===== src/rtl/spi_pkg.sv =====
// rtl/spi_pkg.sv - shared constants and types for the SPI responder
package spi_pkg;

  localparam int DEFAULT_DATA_WIDTH = 8;
  localparam int SYNC_STAGES        = 2;

  // SCLK idle level
  localparam bit CPOL_IDLE_LOW  = 1'b0;
  localparam bit CPOL_IDLE_HIGH = 1'b1;

  // Which SCLK edge samples MOSI
  localparam bit CPHA_LEAD_SAMPLE  = 1'b0;
  localparam bit CPHA_TRAIL_SAMPLE = 1'b1;

  typedef enum logic {
    ST_IDLE   = 1'b0,
    ST_ACTIVE = 1'b1
  } spi_state_e;

endpackage


===== src/rtl/spi_sync_edge.sv =====
// rtl/spi_sync_edge.sv - multi-flop synchronizer with rise/fall pulse outputs
module spi_sync_edge
  import spi_pkg::*;
#(
  parameter int STAGES    = SYNC_STAGES,
  parameter bit RESET_VAL = 1'b0
) (
  input  logic in_clock,
  input  logic in_reset_n,
  input  logic in_async,
  output logic out_rise,
  output logic out_fall
);

  logic [STAGES-1:0] sync_q, sync_d;
  logic              prev_q, prev_d;
  logic              level;

  assign level = sync_q[STAGES-1];

  // Shift the asynchronous pin through the chain; remember the last synced value
  always_comb begin
    sync_d = {sync_q[STAGES-2:0], in_async};
    prev_d = level;
  end

  // Synchronizer and history flops; reset to the pin's idle level
  always_ff @(posedge in_clock or negedge in_reset_n) begin
    if (!in_reset_n) begin
      sync_q <= {STAGES{RESET_VAL}};
      prev_q <= RESET_VAL;
    end else begin
      sync_q <= sync_d;
      prev_q <= prev_d;
    end
  end

  assign out_rise = level & ~prev_q;
  assign out_fall = ~level & prev_q;

endmodule


===== src/rtl/spi_slave_responder.sv =====
// rtl/spi_slave_responder.sv - oversampled SPI slave with one-word TX buffer
module spi_slave_responder
  import spi_pkg::*;
#(
  parameter int DATA_WIDTH = DEFAULT_DATA_WIDTH,
  parameter bit CPOL       = CPOL_IDLE_LOW,
  parameter bit CPHA       = CPHA_LEAD_SAMPLE
) (
  input  logic                  in_clock,
  input  logic                  in_reset_n,
  input  logic                  in_sclk,
  input  logic                  in_cs_n,
  input  logic                  in_mosi,
  output logic                  out_miso,
  output logic                  out_miso_oe,
  input  logic [DATA_WIDTH-1:0] in_tx_data,
  input  logic                  in_tx_valid,
  output logic                  out_tx_ready,
  output logic [DATA_WIDTH-1:0] out_rx_data,
  output logic                  out_rx_valid,
  output logic                  out_tx_underrun,
  output logic                  out_frame_err,
  output logic                  out_busy
);

  localparam int                CNT_W    = $clog2(DATA_WIDTH);
  localparam logic [CNT_W-1:0]  LAST_BIT = CNT_W'(DATA_WIDTH - 1);

  logic sclk_rise, sclk_fall, cs_rise, cs_fall;
  logic lead_edge, trail_edge, sample_edge, shift_edge;
  logic mosi_s;
  logic do_load;
  logic [DATA_WIDTH-1:0] rx_word;

  spi_state_e            state_q, state_d;
  logic [CNT_W-1:0]      bit_cnt_q, bit_cnt_d;
  logic [DATA_WIDTH-2:0] rx_shift_q, rx_shift_d;
  logic [DATA_WIDTH-1:0] tx_shift_q, tx_shift_d;
  logic [DATA_WIDTH-1:0] tx_buf_q, tx_buf_d;
  logic                  tx_ready_q, tx_ready_d;
  logic [DATA_WIDTH-1:0] rx_data_q, rx_data_d;
  logic                  rx_valid_q, rx_valid_d;
  logic                  underrun_q, underrun_d;
  logic                  frame_err_q, frame_err_d;
  logic [SYNC_STAGES-1:0] mosi_sync_q, mosi_sync_d;

  spi_sync_edge #(.STAGES(SYNC_STAGES), .RESET_VAL(CPOL)) u_sclk_sync (
    .in_clock  (in_clock),
    .in_reset_n(in_reset_n),
    .in_async  (in_sclk),
    .out_rise  (sclk_rise),
    .out_fall  (sclk_fall)
  );

  spi_sync_edge #(.STAGES(SYNC_STAGES), .RESET_VAL(1'b1)) u_cs_sync (
    .in_clock  (in_clock),
    .in_reset_n(in_reset_n),
    .in_async  (in_cs_n),
    .out_rise  (cs_rise),
    .out_fall  (cs_fall)
  );

  assign mosi_s = mosi_sync_q[SYNC_STAGES-1];

  // Map raw SCLK edges onto leading/trailing and then onto sample/shift roles
  always_comb begin
    lead_edge   = (CPOL == CPOL_IDLE_HIGH) ? sclk_fall : sclk_rise;
    trail_edge  = (CPOL == CPOL_IDLE_HIGH) ? sclk_rise : sclk_fall;
    sample_edge = (CPHA == CPHA_LEAD_SAMPLE) ? lead_edge : trail_edge;
    shift_edge  = (CPHA == CPHA_TRAIL_SAMPLE) ? lead_edge : trail_edge;
  end

  // Next-state logic: frame FSM, bit counter, shift registers, TX buffer and pulses
  always_comb begin
    state_d     = state_q;
    bit_cnt_d   = bit_cnt_q;
    rx_shift_d  = rx_shift_q;
    tx_shift_d  = tx_shift_q;
    tx_buf_d    = tx_buf_q;
    tx_ready_d  = tx_ready_q;
    rx_data_d   = rx_data_q;
    rx_valid_d  = 1'b0;
    underrun_d  = 1'b0;
    frame_err_d = 1'b0;
    mosi_sync_d = {mosi_sync_q[SYNC_STAGES-2:0], in_mosi};
    do_load     = 1'b0;
    rx_word     = {rx_shift_q, mosi_s};

    case (state_q)
      ST_IDLE: begin
        if (cs_fall) begin
          state_d   = ST_ACTIVE;
          bit_cnt_d = '0;
          // With leading-edge sampling the first MSB must be on MISO before any SCLK edge
          if (CPHA == CPHA_LEAD_SAMPLE) begin
            do_load = 1'b1;
          end
        end
      end
      default: begin
        if (cs_rise) begin
          state_d    = ST_IDLE;
          bit_cnt_d  = '0;
          rx_shift_d = '0;
          if (bit_cnt_q != '0) begin
            frame_err_d = 1'b1;
          end
        end else begin
          if (sample_edge) begin
            rx_shift_d = rx_word[DATA_WIDTH-2:0];
            if (bit_cnt_q == LAST_BIT) begin
              bit_cnt_d  = '0;
              rx_data_d  = rx_word;
              rx_valid_d = 1'b1;
            end else begin
              bit_cnt_d = bit_cnt_q + CNT_W'(1);
            end
          end
          // A shift edge at a word boundary starts the next word instead of shifting
          if (shift_edge) begin
            if (bit_cnt_q == '0) begin
              do_load = 1'b1;
            end else begin
              tx_shift_d = tx_shift_q << 1;
            end
          end
        end
      end
    endcase

    // Load uses the buffer as it stood before this cycle's handshake
    if (do_load) begin
      if (!tx_ready_q) begin
        tx_shift_d = tx_buf_q;
        tx_ready_d = 1'b1;
      end else begin
        tx_shift_d = '0;
        underrun_d = 1'b1;
      end
    end

    if (in_tx_valid && tx_ready_q) begin
      tx_buf_d   = in_tx_data;
      tx_ready_d = 1'b0;
    end
  end

  // State registers
  always_ff @(posedge in_clock or negedge in_reset_n) begin
    if (!in_reset_n) begin
      state_q     <= ST_IDLE;
      bit_cnt_q   <= '0;
      rx_shift_q  <= '0;
      tx_shift_q  <= '0;
      tx_buf_q    <= '0;
      tx_ready_q  <= 1'b1;
      rx_data_q   <= '0;
      rx_valid_q  <= 1'b0;
      underrun_q  <= 1'b0;
      frame_err_q <= 1'b0;
      mosi_sync_q <= '0;
    end else begin
      state_q     <= state_d;
      bit_cnt_q   <= bit_cnt_d;
      rx_shift_q  <= rx_shift_d;
      tx_shift_q  <= tx_shift_d;
      tx_buf_q    <= tx_buf_d;
      tx_ready_q  <= tx_ready_d;
      rx_data_q   <= rx_data_d;
      rx_valid_q  <= rx_valid_d;
      underrun_q  <= underrun_d;
      frame_err_q <= frame_err_d;
      mosi_sync_q <= mosi_sync_d;
    end
  end

  assign out_busy        = (state_q == ST_ACTIVE);
  assign out_miso_oe     = (state_q == ST_ACTIVE);
  assign out_miso        = (state_q == ST_ACTIVE) & tx_shift_q[DATA_WIDTH-1];
  assign out_tx_ready    = tx_ready_q;
  assign out_rx_data     = rx_data_q;
  assign out_rx_valid    = rx_valid_q;
  assign out_tx_underrun = underrun_q;
  assign out_frame_err   = frame_err_q;

endmodule


===== config.mk =====
export PLATFORM = sky130hd
export DESIGN_NAME = spi_slave_responder
export DESIGN_NICKNAME = d
export VERILOG_FILES = /design/src/rtl/spi_pkg.sv /design/src/rtl/spi_sync_edge.sv /design/src/rtl/spi_slave_responder.sv
export SDC_FILE = /design/constraint.sdc
export NUM_CORES = 1
export LEC_CHECK = 0
export BUFFER_PORTS_ARGS = -buffer_cell sky130_fd_sc_hd__clkbuf_2
export CAP_MARGIN = 20
export CORE_MARGIN = 5
export CORE_UTILIZATION = 50
export DETAILED_ROUTE_END_ITERATION = 7
export PLACE_DENSITY_LB_ADDON = 0.08
export SYNTH_ARGS = -nofsm -noshare
export SYNTH_HDL_FRONTEND = slang
export SYNTH_SLANG_ARGS = --single-unit

===== constraint.sdc =====
create_clock -name in_clock -period 1.4 [get_ports in_clock]
set_input_delay 0.14 -clock in_clock [delete_from_list [all_inputs] [get_ports in_clock]]
set_output_delay 0.14 -clock in_clock [all_outputs]
set_load 0.05 [all_outputs]

# Word level (Yosys, flattened, before mapping)
# Cells that the tools add are included.
dict set report word_totals {
  inputBits 14
  reg_bits 47
  wordCells 73
  out_inout_bits 15
}
dict set report classes {
  n_addsub 1
  bitwise_logic 10
  n_mux 31
  reduce_logical 12
  n_eq_ne 4
}
# op count
set op_table {}
lappend op_table {{2-to-1 mux 8 bit} 6}
lappend op_table {{2-to-1 mux 1 bit} 18}
lappend op_table {{2-to-1 mux 3 bit} 5}
lappend op_table {{2-to-1 mux 7 bit} 2}
lappend op_table {{nonzero test 2 bit} 5}
lappend op_table {{AND reduction 4 bit} 2}
lappend op_table {{AND 1 bit} 5}
lappend op_table {{inverter 1 bit} 5}
lappend op_table {{AND reduction 2 bit} 2}
lappend op_table {{adder 3 x 1 -> 3 bit, second input constant} 1}
lappend op_table {{equality test 3 bit, second input constant} 1}
lappend op_table {{zero test 3 bit} 1}
lappend op_table {{inequality test 3 bit, second input constant} 1}
lappend op_table {{nonzero test 3 bit} 1}
lappend op_table {{inequality test 2 x 1 -> 1 bit, second input constant} 1}
lappend op_table {{inequality test 2 bit, second input constant} 1}
lappend op_table {{logical AND 1 bit} 1}

# Longest topological paths before layout
# Gate-level depths: netlist of the first run.
dict set report depth {
  word_depth 7
  mapped_depth 7
  ltp_nobuf 6
}

# Modules after synthesis
# Synthesis of the first run repeated with hierarchy kept, for this count alone.
dict set report hier_totals {
  cells_unflattened 169
  area_unflattened_um2 2031.9
}
# module seq_area_each_um2 area_per_inst_um2 cells_per_inst instances
set modules_own_cells {}
lappend modules_own_cells {spi_slave_responder 1027.2 1848.0 159 1}
lappend modules_own_cells {{spi_sync_edge (u_cs_sync)} 78.8 93.8 5 1}
lappend modules_own_cells {{spi_sync_edge (u_sclk_sync)} 75.1 90.1 5 1}

# Worst setup path after synthesis of the first run
# No wires, ideal clock.
dict set report synth_timing {
  path_kind {register to register}
  from {register state_q, in the netlist out_busy}
  to {register rx_data_q[0], in the netlist out_rx_data[0]}
  synth_period_minus_slack_ns 1.583
  setup_slack_ns -0.183
  setup_time_ns 0.125
  required_ns 1.275
  arrival_ns 1.458
  path_buffers 1
  stages_incl_launch_ff 5
  cell_sequence {dfrtp_1 > and3_4 > buf_8 > nand2_8 > mux2_4}
}
dict set report synth_between {
  elab_chain_cells 1
}
# item line
set synth_rtl {}
lappend synth_rtl {{from (decl)} spi_slave_responder.sv:35} ;# spi_state_e state_q, state_d;
lappend synth_rtl {{from (signal assigned)} spi_slave_responder.sv:163} ;# state_q <= state_d;
lappend synth_rtl {{AND reduction 4 bit (no line)} -}
lappend synth_rtl {{to (signal assigned)} spi_slave_responder.sv:169} ;# rx_data_q <= rx_data_d;
lappend synth_rtl {{to (decl)} spi_slave_responder.sv:41} ;# logic [DATA_WIDTH-1:0] rx_data_q, rx_data_d;
# No other way between the ends.
# A chain may end at the register's enable or synchronous reset.

# Worst setup path after layout of the first run
dict set report layout_timing {
  from {register u_cs_sync.prev_q}
  to {register rx_data_q[5], in the netlist out_rx_data[5]}
}
dict set report layout_between {
  elab_chain_cells 4
}
# item line
set layout_rtl {}
lappend layout_rtl {{from (decl)} spi_sync_edge.sv:16} ;# logic prev_q, prev_d;
lappend layout_rtl {{from (signal assigned)} spi_sync_edge.sv:34} ;# prev_q <= prev_d;
lappend layout_rtl {{inverter 1 bit} spi_sync_edge.sv:38} ;# assign out_rise = level & ~prev_q;
lappend layout_rtl {{AND 1 bit} spi_sync_edge.sv:38}
lappend layout_rtl {{inverter 1 bit (no line)} -}
lappend layout_rtl {{AND reduction 4 bit (no line)} -}
# No other way between the ends.

==> results of run 1 <==
## routing by layer
layer	vias to the layer above	global-route usage, %
met3	4	3.79
li1	596	-
met4	0	5.01
met2	25	19.3
met5	-	0
met1	597	19.7
## kinds of logic (layout without fill, tap and decap cells)
group	after synthesis	after routing	synth area share, %
mux	16	16	11.1
flops	47	47	62.2
compound gates	32	33	11.2
fa+ha+maj	3	3	1.98
simple gates	32	33	10.9
buf+inv	9	58	2.70
## through the flow
step | worst slack (ns) | instance area (um^2)
2_1_floorplan | -0.0672 | 1910
3_3_place_gp | -0.0301 | 2160
3_5_place_dp | -0.0350 | 2160
4_1_cts | -0.0470 | 2290
5_1_grt | -0.0817 | 2390
6_report | -0.0583 | 2390
## registers in the layout, summed over array words and instances, names as in the netlist
register	count
u_sclk_sync.prev_q	1
u_cs_sync.sync_q	2
rx_shift_q	7
out_frame_err	1
out_busy	1
u_sclk_sync.sync_q	2
out_tx_ready	1
u_cs_sync.prev_q	1
tx_buf_q	8
out_rx_data	8
bit_cnt_q	3
tx_shift_q	8
mosi_sync_q	2
out_tx_underrun	1
out_rx_valid	1
## final cells by class
cell class	instances	area, um^2	area share [%]
sequential	47	1180	49.6
multi-input combinational	85	736	30.8
timing repair buffer	47	310	13.0
clock buffer	5	68.8	2.88
tap	48	60.1	2.52
inverter	4	15.0	0.629
clock inverter	2	13.8	0.577
## worst paths after layout
path	depth (start not counted)	to	slack, ns	from
max	4	out_rx_data[5]	-0.06	u_cs_sync.prev_q
min	2	tx_buf_q[2]	0.07	in_tx_data[2]
max reg2reg	4	out_rx_data[5]	-0.06	u_cs_sync.prev_q
min reg2reg	0	mosi_sync_q[1]	0.36	mosi_sync_q[0]
max in group asynchronous	3	out_tx_ready	0.77	in_reset_n
min in group asynchronous	3	out_rx_data[6]	0.35	in_reset_n
## cells in the final DEF (no fill, tap or decap), types with 2 or more instances in the layout
| master | netlist | final |
|---|---|---|
| a22o_1 | 7 | 7 |
| mux2_4 | 8 | 8 |
| clkbuf_8 | 0 | 5 |
| inv_1 | 4 | 4 |
| dlygate4sd3_1 | 0 | 4 |
| dfrtp_1 | 43 | 42 |
| nand2_1 | 5 | 5 |
| a21oi_1 | 10 | 9 |
| o22ai_2 | 0 | 2 |
| ha_1 | 3 | 2 |
| nor2_1 | 4 | 3 |
| o21ai_0 | 3 | 3 |
| clkbuf_2 | 0 | 26 |
| nand3_1 | 2 | 2 |
| nand2b_1 | 8 | 8 |
| buf_4 | 1 | 15 |
| o21a_1 | 2 | 2 |
| mux2_2 | 8 | 8 |
| dfstp_2 | 4 | 4 |
| o22ai_1 | 7 | 5 |
## power groups by stage
stage	combinational (mW)	sequential (mW)	clock [mW]
5_1_grt	1.05	1.88	0.849
2_1_floorplan	0.570	1.90	0
3_3_place_gp	0.848	1.85	0
6_report	0.959	1.84	0.777
3_5_place_dp	0.867	1.86	0
4_1_cts	0.889	1.83	0.792
## critical path, stage by stage (launching register included)
cell and delay (ns):
dfstp_2 0.56, nand2b_4 0.15, and3_4 0.25, nand2_4 0.09, mux2_4 0.30
## repair_timing
action                     in CTS  in global routing
buffers inserted                0                  4
cloned                          0                  2
pin swaps                       1                  6
hold endpoints to repair       46                  0
setup endpoints to repair      11                 28
hold buffers                    4                  0
resized for setup               2                 13
==> metrics.yaml, run 1 <==
cts:
  cts_buffers: 5
  path_clk_slew_ns: 0.09
  cts_buffer_depth: 2
  clk_latency_ns: 0.29
  cts_sinks: 47
  cts-htree-levels: 2
  cts-root-buf: "clkbuf_8"
  cts_tree: "built"
final_layout:
  utilization_pct: 65.2
  drive_gt1_share_pct: 45.8
  fillers: 280
  instances_no_fill: 238
  n_antenna_cell: 0
  finalNetCount: 207
  area_delta_synth_final_pct: 25.6
run_status:
  violations: "negative setup slack"
  status: "finished with violations"
synth:
  synth_edf_count: 0
  synthesis.nets: 156
  ys_top_cells_by_area: "dfrtp_1, mux2_4, dfstp_2, mux2_2, a22o_1"
  synth_commonest_cells: "dfrtp_1, a21oi_1, mux2_2, mux2_4, nand2b_1"
  synth_seq_cells: 47
  synthFlopType: "dfrtp_1"
  syn_inst: 139
  async_flop_share_pct: 100
  netlist-cell-type-count: 32
  syn_area_um2: 1900
  avgSynthCellArea_um2: 13.7
  yosysWarnings: 0
  yosysMostFrequentCell: "dfrtp_1"
  synth_top_area_share_pct: 56.7
  synth_seq_area_share_pct: 62.2
  yosys.area.top_type: "dfrtp_1"
power_and_ir_drop:
  swShare_pct: 30.7
  power_frac_seq_pct: 51.5
  pwr-share-clk_pct: 21.7
  p_switching_mw: 1.10
  powerDensity_nw_per_um2: 1500
  p_leak_nw: 1.19
  ir_drop_mv: 1.33
  intPower_mw: 2.48
  p_comb_share_pct: 26.8
  total_power_mw: 3.58
die:
  coreArea_um2: 3660
  initial_utilization_pct: 51.9
  die_width_um: 71.6
  dieArea_um2: 5130
  placementRows: 22
  ioPinCount: 29
  die_h_um: 71.6
global_route:
  grt_max_degree: 48
  grt_pass1_vias: 1180
  grt-ovfl-total: 0
  grt_usage_pct: 13.5
  grt_pass1_wl_mm: 5.47
  antenna_found_initial: 0
run:
  cap_violations: 0
routing:
  dr_wl_met3_um: 142
  ant_nets: 0
  routedWlPerCell_um: 15.0
  drt_iter0_drc: 61
  routed_wl_mm: 3.56
  top_layer: "met4"
  m1WireLength_mm: 1.69
  vias: 1222
  routed_via_density: 5.13
  drtPass1Iterations: 4
  drc: 0
  met2_length_mm: 1.70
critical_path:
  start_kind: "flip-flop"
  arrival_ns: 1.64
  crit_required_ns: 1.58
  critPathCaptureType: "flip-flop"
  worst-path-max-fanout: 6
  crit_type: "reg -> reg"
sta:
  rsz0062_at_grt: "true"
  skew_ns: 0.00800
  setup_violations: 11
  drv_slew: 0
  fin_crit_sh_pct: 104
  slew-limit-headroom_pct: 77.5
  fin_hold_ws_ns: 0.0721
  finalHoldViolCount: 0
  final.setup.worst_slack_ns: -0.0583
  fmax_mhz: 686
  fin_tns_setup_ns: -0.448
  worst_pin_slew_ns: 0.336
  period_minus_slack_ns: 1.46
placement:
  numPortBuffers: 28
  globalplace.congestion: 0.778
  placed_cells: 221
  dpl.hpwl_mm: 2.21
min_path:
  worstHoldPathType: "in -> reg"
Note: power is estimated with default switching activity, not from simulation.
==> run 2, diff against run 1 <==
Settings changed: ABC_AREA set to 1.
==> run 2 against run 1 <==
  * The run now ends clean
  * Area after synthesis increased by 0.99%
  * Combinational power increased by 14%
  * Flip-flop and latch count unchanged
  * Largest cell class unchanged
  * Cell area increased by 0.79%
  * Synthesized cell count increased by 46%
  * Core utilization about the same
  * Worst setup slack improved by 0.12 ns
  * Critical endpoint unchanged
  * First-iteration DRC count increased by 15%
==> metrics.yaml, run 2 <==
synth:
  syn_area_um2: 1920  # +0.99%
  syn_inst: 203  # +46%
  synthAdderAreaFrac_pct: 1.96  # -0.019 points
  netlist-cell-type-count: 19  # -41%
  synth_top_area_share_pct: 56.1  # -0.55 points
  async_flop_share_pct: 100  # unchanged
  synth_seq_area_share_pct: 61.6  # -0.61 points
  synth_top_family_by_area: "simple AND/OR/NAND/NOR gates"
  avgSynthCellArea_um2: 9.45  # -31%
  yosys.area_share.xor_xnor_pct: 0  # unchanged
  yosys.area.top_type: "dfrtp_1"
  synthFlopType: "dfrtp_1"
  ys_top_cells_by_area: "dfrtp_1, nand2_1, dfstp_2, inv_1, nand3_1"
  synth_edf_count: 0  # unchanged
  synthesis.nets: 220  # +41%
  synth_commonest_cells: "nand2_1, dfrtp_1, inv_1, nand3_1"
  yosysWarnings: 0  # unchanged
  synth_compound_area_share_pct: 5.74  # -5.5 points
  yosysMostFrequentCell: "nand2_1"
  synth_simple_gate_area_share_pct: 23.9  # +13 points
  synth.area.mux_share_pct: 0  # -11 points
  synth_seq_cells: 47  # unchanged
cts:
  cts_buffers: 5  # unchanged
  cts_sinks: 47  # unchanged
  path_clk_slew_ns: 0.08  # about the same
  cts-htree-levels: 2  # unchanged
  cts-root-buf: "clkbuf_8"
  cts_tree: "built"
  cts_buffer_depth: 2  # unchanged
  clk_latency_ns: 0.30  # about the same
die:
  die_h_um: 71.9  # +0.42%
  placementRows: 22  # unchanged
  coreArea_um2: 3690  # +0.75%
  initial_utilization_pct: 52.0  # +0.12 points
  ioPinCount: 29  # unchanged
  die_width_um: 71.9  # +0.42%
  dieArea_um2: 5170  # +0.84%
global_route:
  grt_usage_pct: 14.6  # +1.0 points
  grt_pass1_vias: 1336  # +13%
  grt_pass1_wl_mm: 5.87  # +7.3%
  grt-ovfl-total: 0  # unchanged
  antenna_found_initial: 0  # unchanged
  grt_max_degree: 24  # -50%
critical_path:
  cp_top_family: "flip-flops"
  crit_type: "reg -> reg"
  arrival_ns: 1.52  # -0.12 ns
  crit_required_ns: 1.58  # about the same
  reg2reg_slack_ns: 0.06  # +0.12 ns
  slowest_delay_ns: 0.56  # about the same
  cp_slowest_cell: "dfstp_2"
  rr_endpoint: "out_rx_data[5]"
  worst-path-max-fanout: 5  # -1
  critPathBufInv: 2  # +2
  reg2reg_depth: 7  # +3
  critPathCaptureType: "flip-flop"
  start_kind: "flip-flop"
  reg2reg_from: "u_cs_sync.prev_q"
  cp_cell_sequence: "inv_1 -> nand2_4 -> nand2_2 -> inv_4 -> nand3_2 -> nand2_1 -> o21ai_1"
sta:
  finalHoldViolCount: 0  # unchanged
  fin_tns_setup_ns: 0  # +0.448 ns
  worst_pin_slew_ns: 0.427  # +0.0905 ns
  fmax_mhz: 749  # +9.2%
  setup_violations: 0  # -11
  fin_hold_ws_ns: 0.0366  # -0.0355 ns
  drv_slew: 0  # unchanged
  period_minus_slack_ns: 1.34  # -0.122 ns
  slew-limit-headroom_pct: 71.6  # -6.0 points
  fin_crit_sh_pct: 95.4  # -8.7 points
  rsz0062_at_grt: "true"
  skew_ns: 0.00404  # -0.00396 ns
final_layout:
  multi_input_area_um2: 692  # -6.0%
  drive_gt1_share_pct: 28.3  # -17 points
  instances_no_fill: 295  # +24%
  n_antenna_cell: 0  # unchanged
  finalNetCount: 263  # +27%
  mostFrequentLayoutCells: "nand2_1, dfrtp_1, clkbuf_2"
  seq_area_um2: 1180  # unchanged
  layout_commonest_cell: "nand2_1"
  fillers: 319  # +14%
  area_delta_synth_final_pct: 25.4
routing:
  drtPass1Iterations: 4  # unchanged
  drc: 0  # unchanged
  vias: 1428  # +17%
  routedWlPerCell_um: 12.7  # -15%
  routed_via_density: 4.84  # -5.7%
  ant_nets: 0  # unchanged
  routed_wl_mm: 3.75  # +5.3%
  drt_iter0_drc: 70  # +15%
power_and_ir_drop:
  p_leak_nw: 1.26  # +6.0%
  ir_drop_mv: 0.846  # -36%
  powerDensity_nw_per_um2: 1630  # +8.7%
  total_power_mw: 3.92  # +9.6%
min_path:
  worstHoldPathType: "in -> reg"
  whs_endpoint: "tx_buf_q[2]"
  worstHoldStart: "in_tx_data[2]"
  hold_depth: 3  # +1
placement:
  dpl.hpwl_mm: 2.47  # +12%
  numPortBuffers: 28  # unchanged
  placed_cells: 280  # +27%
  globalplace.congestion: 0.810  # +4.1%
run:
  cap_violations: 0  # unchanged
run_status:
  status: "completed"
run 2: changes by cell type in the layout (fill, tap and decap cells not counted), sizes merged, moves of 7 or more:
cell	delta
a21oi	-9
a22o	-7
buf	-12
inv	+24
mux2	-16
nand2	+68
nand2b	-9
nand3	+21
o21ai	+7
run 2: cell type report:
class                           instances  share of cell area [%]
Inverter                               30                    4.79
Multi-Input combinational cell        126                    28.8
Timing Repair Buffer                   36                    9.89
Clock inverter                          2                    1.46
Tap cell                               48                    2.50
Sequential cell                        47                    49.2
Clock buffer                            6                    3.43
run 2: kinds of logic after synthesis:
family | count (synthesis)
DFF | 47
buffers and inverters | 32
AOI/OAI and AO/OA | 20
and+or+nand+nor | 101
adders and majority gates | 3
run 2: stage by stage:
step           instance area, um^2  utilization [%]  setup slack [ns]
2_1_floorplan                 1920                -            0.0581
3_3_place_gp                  2140             57.9            0.0777
3_5_place_dp                  2140             57.9            0.0330
4_1_cts                       2290             62.2           0.00512
5_1_grt                       2400             65.2           -0.0482
6_report                      2400             65.2            0.0640
run 2: repair_timing:
item	in CTS	in global routing
hold endpoints to repair	17	0
buffers inserted	0	1
endpoints found under the setup margin	0	24
hold buffers	4	0
resized for setup	0	20
run 2: per-layer routing:
layer  track usage (%)  part of all wire, %
met1              19.5                   46
met2              22.0                   46
met3              4.43                  5.2
met4              6.26                  2.1
met5                 0                    0
run 2: worst max-delay path by stage:
stage / start / to / slack, ns / depth (start not counted)
4_1_cts: bit_cnt_q[0] / tx_shift_q[1] / 0.005 / 10
3_3_place_gp: bit_cnt_q[0] / tx_shift_q[7] / 0.08 / 10
6_report: u_cs_sync.prev_q / out_rx_data[5] / 0.06 / 7
2_1_floorplan: out_tx_ready / tx_shift_q[1] / 0.06 / 5
3_5_place_dp: bit_cnt_q[0] / tx_shift_q[1] / 0.03 / 10
5_1_grt: u_cs_sync.prev_q / bit_cnt_q[0] / -0.05 / 7
run 2: power by group:
| part | switching [mW] | internal (mW) |
|---|---|---|
| clock network | 0.436 | 0.578 |
| registers | 0.160 | 1.66 |
| logic | 0.727 | 0.362 |
run 2: worst register-to-register path, cell delays in order, from the launching register on:
cell and delay, ns:
dfstp_2 0.56, inv_1 0.07, nand2_4 0.09, nand2_2 0.10, inv_4 0.12, nand3_2 0.14, nand2_1 0.09, o21ai_1 0.06
==> run 3, diff against run 2 <==
Settings changed: BUFFER_PORTS_ARGS -buffer_cell sky130_fd_sc_hd__clkbuf_2 to -buffer_cell sky130_fd_sc_hd__buf_2.
==> run 3 against run 2 <==
  * First-iteration DRC count is 4.3% higher
  * Worst setup slack worse by 0.055 ns
  * Clock skew hardly changed
  * Cell area fell by 1.7%
  * Core utilization is 1.1 points lower
  * Via count shrank 1.2%
  * Wire length down 4.7%
  * Clock-buffer cell count fell by 1
  * Critical path depth is 2 lower
  * Critical endpoint is now out_rx_data[1]
  * Highest routed layer unchanged
==> metrics.yaml, run 3 (same netlist as run 2, synthesis figures left out) <==
routing:
  drt_iter0_drc: 73  # +4.3%
  routedWlPerCell_um: 12.1  # -4.7%
  drc: 0  # unchanged
  routed_via_density: 4.78  # -1.2%
  ant_nets: 0  # unchanged
  drtPass1Iterations: 4  # unchanged
  routed_wl_mm: 3.57  # -4.7%
  vias: 1411  # -1.2%
cts:
  cts_sinks: 47  # unchanged
  clk_latency_ns: 0.30  # about the same
  cts_buffers: 5  # unchanged
  cts_buffer_depth: 2  # unchanged
  cts-root-buf: "clkbuf_8"
  path_clk_slew_ns: 0.09  # about the same
  cts_tree: "built"
  cts-htree-levels: 2  # unchanged
sta:
  rsz0062_at_grt: "true"
  setup_violations: 0  # unchanged
  worst_pin_slew_ns: 0.458  # +0.0316 ns
  fmax_mhz: 719  # -4.0%
  skew_ns: 0.00365  # -0.000388 ns
  final.setup.worst_slack_ns: 0.00865  # -0.0554 ns
  fin_crit_sh_pct: 99.4  # +4.0 points
  drv_slew: 0  # unchanged
  finalHoldViolCount: 0  # unchanged
  period_minus_slack_ns: 1.39  # +0.0554 ns
  slew-limit-headroom_pct: 69.4  # -2.1 points
critical_path:
  slowest_delay_ns: 0.39  # -0.17 ns
  reg2reg_from: "bit_cnt_q[0]"
  start_kind: "flip-flop"
  cp_slowest_cell: "dfrtp_1"
  crit_type: "reg -> reg"
  crit_required_ns: 1.59  # about the same
  crit_start: "bit_cnt_q[0]"
  critPathMostFrequentCell: "ha_1"
  reg2reg_slack_ns: 0.009  # -0.06 ns
  rr_endpoint: "out_rx_data[1]"
  worst-path-max-fanout: 8  # +3
  reg2reg_depth: 5  # -2
  cp_cell_sequence: "ha_1 -> ha_1 -> nand3_2 -> nand2_1 -> o21ai_1"
  arrival_ns: 1.59  # +0.07 ns
  critPathCaptureType: "flip-flop"
  endpoint: "out_rx_data[1]"
power_and_ir_drop:
  p_leak_nw: 1.27  # +0.67%
  powerDensity_nw_per_um2: 1700  # +4.4%
  ir_drop_mv: 1.11  # +32%
run_status:
  status: "completed"
final_layout:
  n_antenna_cell: 0  # unchanged
  drive_gt1_share_pct: 25.9  # -2.4 points
  layout_commonest_cell: "nand2_1"
  area_delta_synth_final_pct: 23.3
  finalNetCount: 263  # unchanged
  mostFrequentLayoutCells: "nand2_1, dfrtp_1, buf_2"
  fillers: 328  # +2.8%
  instances_no_fill: 295  # unchanged
die:
  ioPinCount: 29  # unchanged
  die_h_um: 71.9  # unchanged
  initial_utilization_pct: 52.0  # unchanged
  die_width_um: 71.9  # unchanged
  coreArea_um2: 3690  # unchanged
  placementRows: 22  # unchanged
  dieArea_um2: 5170  # unchanged
global_route:
  grt_pass1_vias: 1346  # +0.75%
  grt_pass1_wl_mm: 6.05  # +3.1%
  grt-ovfl-total: 0  # unchanged
  antenna_found_initial: 0  # unchanged
  grt_max_degree: 30  # +25%
  grt_usage_pct: 14.9  # +0.32 points
run:
  cap_violations: 0  # unchanged
placement:
  globalplace.congestion: 0.762  # -6.0%
  dp_slack_ns: 0.00159  # -0.0314 ns
  placed_cells: 279  # -0.36%
  numPortBuffers: 28  # unchanged
  dpl.hpwl_mm: 2.45  # -0.74%
min_path:
  worstHoldPathType: "in -> reg"
[run 3: changes by cell type in the layout (fill, tap and decap cells not counted), moves of 2 or more]
cell      delta
nand3_2      +2
nand2_2      -3
nand3_4      -2
clkbuf_2    -27
buf_2       +28
nand2_1      +4
[run 3: repair_timing]
item,4_1_cts,5_1_grt
resized for setup,1,7
hold endpoints to repair,20,0
cloned,0,2
buffers inserted,0,2
hold buffers,4,0
pin swaps,0,1
setup endpoints to repair,4,28
[run 3: final cells by class]
| class | count | area (um^2) | share of cell area, % |
|---|---|---|---|
| clock inverters | 3 | 67.6 | 2.86 |
| repair buffers | 36 | 223 | 9.42 |
| well taps | 48 | 60.1 | 2.54 |
| multi-input cells | 126 | 648 | 27.4 |
| flip-flops and latches | 47 | 1180 | 50.0 |
| clock buffers | 5 | 68.8 | 2.91 |
| inverters | 30 | 115 | 4.87 |
[run 3: worst max-delay path: cells and delay by family, from the launching register on]
kind / cells / cell delay, ns
compound gates: 1 / 0.06
fa+ha+maj: 2 / 0.47
simple gates: 2 / 0.36
flops: 1 / 0.39
[run 3: worst min-delay path by stage]
stage / start / endpoint / depth (start not counted)
after detailed placement: in_reset_n / bit_cnt_q[2] / 1
after global placement: in_reset_n / bit_cnt_q[2] / 1
after floorplan: in_reset_n / bit_cnt_q[0] / 0
after CTS: in_tx_data[1] / tx_buf_q[1] / 3
final: in_tx_data[2] / tx_buf_q[2] / 3
after global routing: in_tx_data[0] / tx_buf_q[0] / 3
[run 3: through the flow]
step | hold slack (ns) | power, mW | setup TNS (ns) | util, % | area (um^2)
finish | 0.0306 | 4.03 | 0 | 64.1 | 2360
global route | 0.0235 | 4.30 | -1.05 | 64.1 | 2360
CTS | 0.0238 | 4.01 | 0 | 62.6 | 2310
detailed placement | 0.126 | 2.83 | 0 | 57.7 | 2130
global placement | 0.105 | 2.79 | 0 | 57.7 | 2130
floorplan | -0.156 | 2.56 | 0 | - | 1920
[run 3: routing by layer]
metal	wire [um]	GRT usage [%]
met4	54	5.01
met1	1770	20.5
met3	194	4.16
met5	0	0
met2	1560	22.9
[run 3: report_power, final]
| part | internal (mW) | total [mW] | switching, mW |
|---|---|---|---|
| clock | 0.712 | 1.17 | 0.456 |
| combinational | 0.339 | 1.04 | 0.701 |
| sequential | 1.66 | 1.82 | 0.158 |
